**src/rtl/multicycle_control_fsm.sv**
```systemverilog
// Main control unit for the multicycle CPU. Steps one instruction at a time
// through fetch/decode/execute/memory/writeback, drives every datapath enable
// and mux select, stalls on mem_ready and parks in TRAP on an illegal opcode.
module multicycle_control_fsm #(
    parameter int unsigned OP_W    = 6,
    parameter int unsigned STATE_W = 4
) (
    input  logic               clk,
    input  logic               reset,
    input  logic [OP_W-1:0]    opcode,
    input  logic               mem_ready,
    output logic               pc_write,
    output logic               pc_write_cond,
    output logic               iord,
    output logic               mem_read,
    output logic               mem_write,
    output logic               ir_write,
    output logic               mem_to_reg,
    output logic               reg_dst,
    output logic               reg_write,
    output logic               alu_src_a,
    output logic [1:0]         alu_src_b,
    output logic [1:0]         alu_op,
    output logic [1:0]         pc_source,
    output logic               halted,
    output logic [STATE_W-1:0] state
);

    localparam logic [OP_W-1:0] OpRtype = OP_W'(6'b000000);
    localparam logic [OP_W-1:0] OpLw    = OP_W'(6'b100011);
    localparam logic [OP_W-1:0] OpSw    = OP_W'(6'b101011);
    localparam logic [OP_W-1:0] OpBeq   = OP_W'(6'b000100);
    localparam logic [OP_W-1:0] OpAddi  = OP_W'(6'b001000);
    localparam logic [OP_W-1:0] OpJ     = OP_W'(6'b000010);

    typedef enum logic [STATE_W-1:0] {
        StFetch  = STATE_W'(0),
        StDecode = STATE_W'(1),
        StMemAdr = STATE_W'(2),
        StMemRd  = STATE_W'(3),
        StMemWb  = STATE_W'(4),
        StMemWr  = STATE_W'(5),
        StExec   = STATE_W'(6),
        StAluWb  = STATE_W'(7),
        StBranch = STATE_W'(8),
        StAddiEx = STATE_W'(9),
        StAddiWb = STATE_W'(10),
        StJump   = STATE_W'(11),
        StTrap   = STATE_W'(15)
    } state_e;

    state_e          state_q, state_d;
    logic [OP_W-1:0] op_q;

    // State register; reset wins over every state, TRAP and stalls included.
    always_ff @(posedge clk) begin
        if (reset) begin
            state_q <= StFetch;
        end else begin
            state_q <= state_d;
        end
    end

    // Opcode captured in DECODE so MEMADR ignores later IR changes.
    always_ff @(posedge clk) begin
        if (reset) begin
            op_q <= '0;
        end else if (state_q == StDecode) begin
            op_q <= opcode;
        end
    end

    // Next-state logic.
    always_comb begin
        state_d = state_q;
        case (state_q)
            StFetch:  if (mem_ready) state_d = StDecode;
            StDecode: begin
                case (opcode)
                    OpLw, OpSw: state_d = StMemAdr;
                    OpRtype:    state_d = StExec;
                    OpBeq:      state_d = StBranch;
                    OpAddi:     state_d = StAddiEx;
                    OpJ:        state_d = StJump;
                    default:    state_d = StTrap;
                endcase
            end
            StMemAdr: state_d = (op_q == OpLw) ? StMemRd : StMemWr;
            StMemRd:  if (mem_ready) state_d = StMemWb;
            StMemWb:  state_d = StFetch;
            StMemWr:  if (mem_ready) state_d = StFetch;
            StExec:   state_d = StAluWb;
            StAluWb:  state_d = StFetch;
            StBranch: state_d = StFetch;
            StAddiEx: state_d = StAddiWb;
            StAddiWb: state_d = StFetch;
            StJump:   state_d = StFetch;
            StTrap:   state_d = StTrap;
            // Encodings 12-14 are unreachable; treat as a fault.
            default:  state_d = StTrap;
        endcase
    end

    // Output decode from current state; everything forced low during reset.
    always_comb begin
        pc_write      = 1'b0;
        pc_write_cond = 1'b0;
        iord          = 1'b0;
        mem_read      = 1'b0;
        mem_write     = 1'b0;
        ir_write      = 1'b0;
        mem_to_reg    = 1'b0;
        reg_dst       = 1'b0;
        reg_write     = 1'b0;
        alu_src_a     = 1'b0;
        alu_src_b     = 2'b00;
        alu_op        = 2'b00;
        pc_source     = 2'b00;
        halted        = 1'b0;
        if (!reset) begin
            case (state_q)
                StFetch: begin
                    mem_read  = 1'b1;
                    alu_src_b = 2'b01;
                    // PC+4 and IR load only on the completing cycle, so stalls
                    // never double-increment the PC.
                    ir_write  = mem_ready;
                    pc_write  = mem_ready;
                end
                StDecode: alu_src_b = 2'b11;
                StMemAdr, StAddiEx: begin
                    alu_src_a = 1'b1;
                    alu_src_b = 2'b10;
                end
                StMemRd: begin
                    mem_read = 1'b1;
                    iord     = 1'b1;
                end
                StMemWb: begin
                    reg_write  = 1'b1;
                    mem_to_reg = 1'b1;
                end
                StMemWr: begin
                    mem_write = 1'b1;
                    iord      = 1'b1;
                end
                StExec: begin
                    alu_src_a = 1'b1;
                    alu_op    = 2'b10;
                end
                StAluWb: begin
                    reg_write = 1'b1;
                    reg_dst   = 1'b1;
                end
                StBranch: begin
                    alu_src_a     = 1'b1;
                    alu_op        = 2'b01;
                    pc_write_cond = 1'b1;
                    pc_source     = 2'b01;
                end
                StAddiWb: reg_write = 1'b1;
                StJump: begin
                    pc_write  = 1'b1;
                    pc_source = 2'b10;
                end
                StTrap:  halted = 1'b1;
                default: ;
            endcase
        end
    end

    assign state = reset ? '0 : state_q;

endmodule

```
**config.mk**
```make
export PLATFORM = sky130hd
export DESIGN_NAME = multicycle_control_fsm
export DESIGN_NICKNAME = d
export VERILOG_FILES = /design/src/rtl/multicycle_control_fsm.sv
export SDC_FILE = /design/constraint.sdc
export NUM_CORES = 1
export LEC_CHECK = 0
export CORE_MARGIN = 3
export CORE_UTILIZATION = 44
export DETAILED_ROUTE_END_ITERATION = 8
export GPL_ROUTABILITY_DRIVEN = 1
export GPL_TIMING_DRIVEN = 0
export MAX_ROUTING_LAYER = met4
export PLACE_DENSITY = 0.78
export SLEW_MARGIN = 15
export SYNTH_ARGS = -nofsm -noshare
export SYNTH_HDL_FRONTEND = slang
export SYNTH_SLANG_ARGS = --single-unit
```
**constraint.sdc**
```tcl
create_clock -name clk -period 1.75 [get_ports clk]
set_clock_uncertainty 0.2 [all_clocks]
set_input_delay 0.35 -clock clk [delete_from_list [all_inputs] [get_ports clk]]
set_output_delay 0.35 -clock clk [all_outputs]
set_load 0.02 [all_outputs]
```
==> impl_metrics.ini <==
[run_status]
status = finished with violations
violations = negative setup slack

[floorplan]
dieArea_um2 = 2440
die_x_um = 49.4
start_util_pct = 47.5
die_h_um = 49.4
core_um2 = 1750
top_level_ports = 30
rows = 15

[worst_setup_path]
endpoint_kind = output pin
crit_path_top_delay_cell = dfxtp_4
slowest_delay_ps = 380
cp_num_cells = 6
cp-endpoint = reg_write
path_cells = buf_6, nor2b_4, mux2i_1, o32a_1, nor2_2, buf_6
regToRegSetupSlack_ps = -100
crit_start = state_q[2]
critical_path_buf_inv_count = 2
cp-start-kind = flop
critPathMostFrequentCell = buf_6
cp_top_family = flip-flops
worstPathRequired_ps = 1200
critical_path_class = flop to output pin
reg2reg_depth = 6
reg2reg_to = op_q[5]
arrival_ps = 1530
r2r-start = state_q[2]
cp_max_fo = 6

[cts]
cts_buffers = 3
htreeDepth = 1
tritoncts = done
clock_sink_count = 10
clkTransAtPathRegs_ps = 70
clock_latency_ps = 280
cts-root-buf = clkbuf_4
postCtsHoldBufs = 0
cts.path.max_buffers = 2

[sta]
min_period_over_period_pct = 119
setup_viol = 24
tightest_slew_ps = 397
slew_viol_final = 0
fin_ws_ps = -329
period_needed_ps = 2080
rsz0062_at_grt = true
slew-limit-headroom_pct = 73.5
hold_viol = 0
finalSetupTns_ps = -4130
max_freq_mhz = 481

[drt]
viasPerCell = 6.84
routedWlPerCell_um = 23.9
ant_nets = 0
drc = 0
wl_um = 4560
num_vias = 1307
first_iter_violations = 157
dr.pass1.iters = 6

[pwr]
p_leak_nw = 0.672
clkPwrFrac_pct = 8.4
p_seq_share_pct = 16.1
power.total_mw = 2.61
p_comb_share_pct = 75.5
p_sw_mw = 1.23
max-vdd-ir-drop_uv = 1060
internal_power_mw = 1.38
powerDensity_nw_per_um2 = 1580
p_sw_share_pct = 47.1

[finish]
fillCellCount = 50
synthToLayoutAreaGrowth_pct = 99.5
diodes = 0
fin_nets = 176
final_common_cell = buf_4
regArea_um2 = 215
multi_input_area_um2 = 778
drive_gt1_share_pct = 54.8
final_cell_mix = buf_4, buf_6, nor2_1

[place]
gp_congestion = 0.836
post-dp-hpwl_um = 1780
portBuffers = 28

[synthesis]
yosysWarnings = 0
seq_area_frac_synth_pct = 24.2
synth_seq_cells = 10
synth_cell_types = 36
synth_area_um2 = 828
avgSynthCellArea_um2 = 7.40
syn_nets = 121
syn_inst = 112

[global_routing]
met1_usage_pct = 37.8
grt_busiest_layer = met2
use_met2_pct = 49.8
antenna_found_initial = 0
grt_pass1_vias = 1117
use_met3_pct = 6.73
grt_max_degree = 11
gr-usage-all-layers_pct = 30.5
grt_pass1_wl_um = 5610
grt_overflow = 0

[min_path]
hold_class = flop to flop

[run]
drv_cap = 0
## per-stage QoR
| stage | cell area [um^2] | utilization, % | cells | setup WS (ps) | hold slack (ps) |
|---|---|---|---|---|---|
| 5_1_grt | 1650 | 94.7 | 191 | -369 | 356 |
| 3_5_place_dp | 1210 | 69.4 | 165 | -715 | 282 |
| 3_3_place_gp | 1210 | 69.4 | 165 | -696 | 274 |
| 2_1_floorplan | 900 | - | 112 | -97.5 | 252 |
| 6_report | 1650 | 94.7 | 191 | -329 | 326 |
| 4_1_cts | 1490 | 85.1 | 187 | -178 | 295 |
## worst min-delay path: stages, from the launching register on
cell and delay (ps):
dfxtp_1 330, mux2i_1 70, nor2_1 90
## flip-flops by register name (all words and copies together) (netlist names)
name     cells
state_q      4
op_q         6
## power by group through the flow
stage | registers, mW | clock network (mW) | logic (mW)
after global routing | 0.423 | 0.237 | 2.03
final | 0.421 | 0.219 | 1.97
after CTS | 0.397 | 0.211 | 1.54
after global placement | 0.366 | 0 | 1.12
after floorplan | 0.350 | 0 | 0.819
after detailed placement | 0.370 | 0 | 1.14
## cell usage after synthesis
cell	n	area share, %
or3_1	2	1.5
a21oi_1	5	3.0
nor3_1	5	3.0
nor3_4	1	2.0
a31oi_1	2	1.5
xnor2_1	1	1.1
buf_4	1	0.91
a211oi_1	2	1.8
nor3b_1	2	1.8
and3_1	1	0.76
nor4_1	4	3.0
dfxtp_1	10	24
a221oi_2	1	1.8
mux2i_1	7	8.5
clkbuf_1	3	1.4
a2111oi_2	1	1.8
nand2_1	5	2.3
nor4b_1	1	1.1
inv_1	4	1.8
o21ai_0	6	3.6
nor2_1	16	7.3
nand2b_1	5	3.8
o32a_1	1	1.2
o21ai_1	2	1.2
o31ai_1	1	0.91
a21o_1	1	0.91
a32oi_1	1	1.1
o21a_1	1	0.91
or4_4	1	1.4
xor2_1	2	2.1
o211ai_1	1	0.91
o32ai_1	1	1.1
nand3_1	2	1.2
or3b_1	1	1.1
nor2b_1	7	5.3
buf_2	5	3.0
## logic make-up after synthesis
group	synth area share, %
simple gates	35.3
compound gates	21.8
flops	24.2
mux	8.46
buf+inv	7.10
xor+xnor	3.17
## layout make-up
| cell class | instances | share of cell area, % |
|---|---|---|
| multi-input cells | 89 | 47.1 |
| repair buffers | 50 | 27.9 |
| flip-flops and latches | 10 | 13.0 |
| plain buffers | 9 | 7.04 |
| clock buffers | 4 | 2.20 |
| well taps | 25 | 1.89 |
| inverters | 4 | 0.908 |
## worst min-delay path by stage
stage,startpoint,endpoint,slack (ps),cells past startpoint
2_1_floorplan,op_q[5],op_q[5],250,2
3_3_place_gp,op_q[5],op_q[5],270,2
3_5_place_dp,op_q[5],op_q[5],280,2
4_1_cts,op_q[5],op_q[5],290,2
5_1_grt,op_q[1],op_q[1],360,2
6_report,op_q[1],op_q[1],330,2
## metal layers
metal | wire (um) | part of all wire (%)
met5 | 0 | 0
met4 | 374 | 8.2
met3 | 639 | 14
met2 | 1930 | 42
met1 | 1620 | 36
## timing repair
item / CTS / global route
endpoints found under the setup margin: 24 / 21
buffers inserted: 16 / 4
pin swaps: 8 / 5
resized for setup: 155 / 32
gates cloned: 2 / 1
Note: power is estimated with default switching activity, not from simulation.
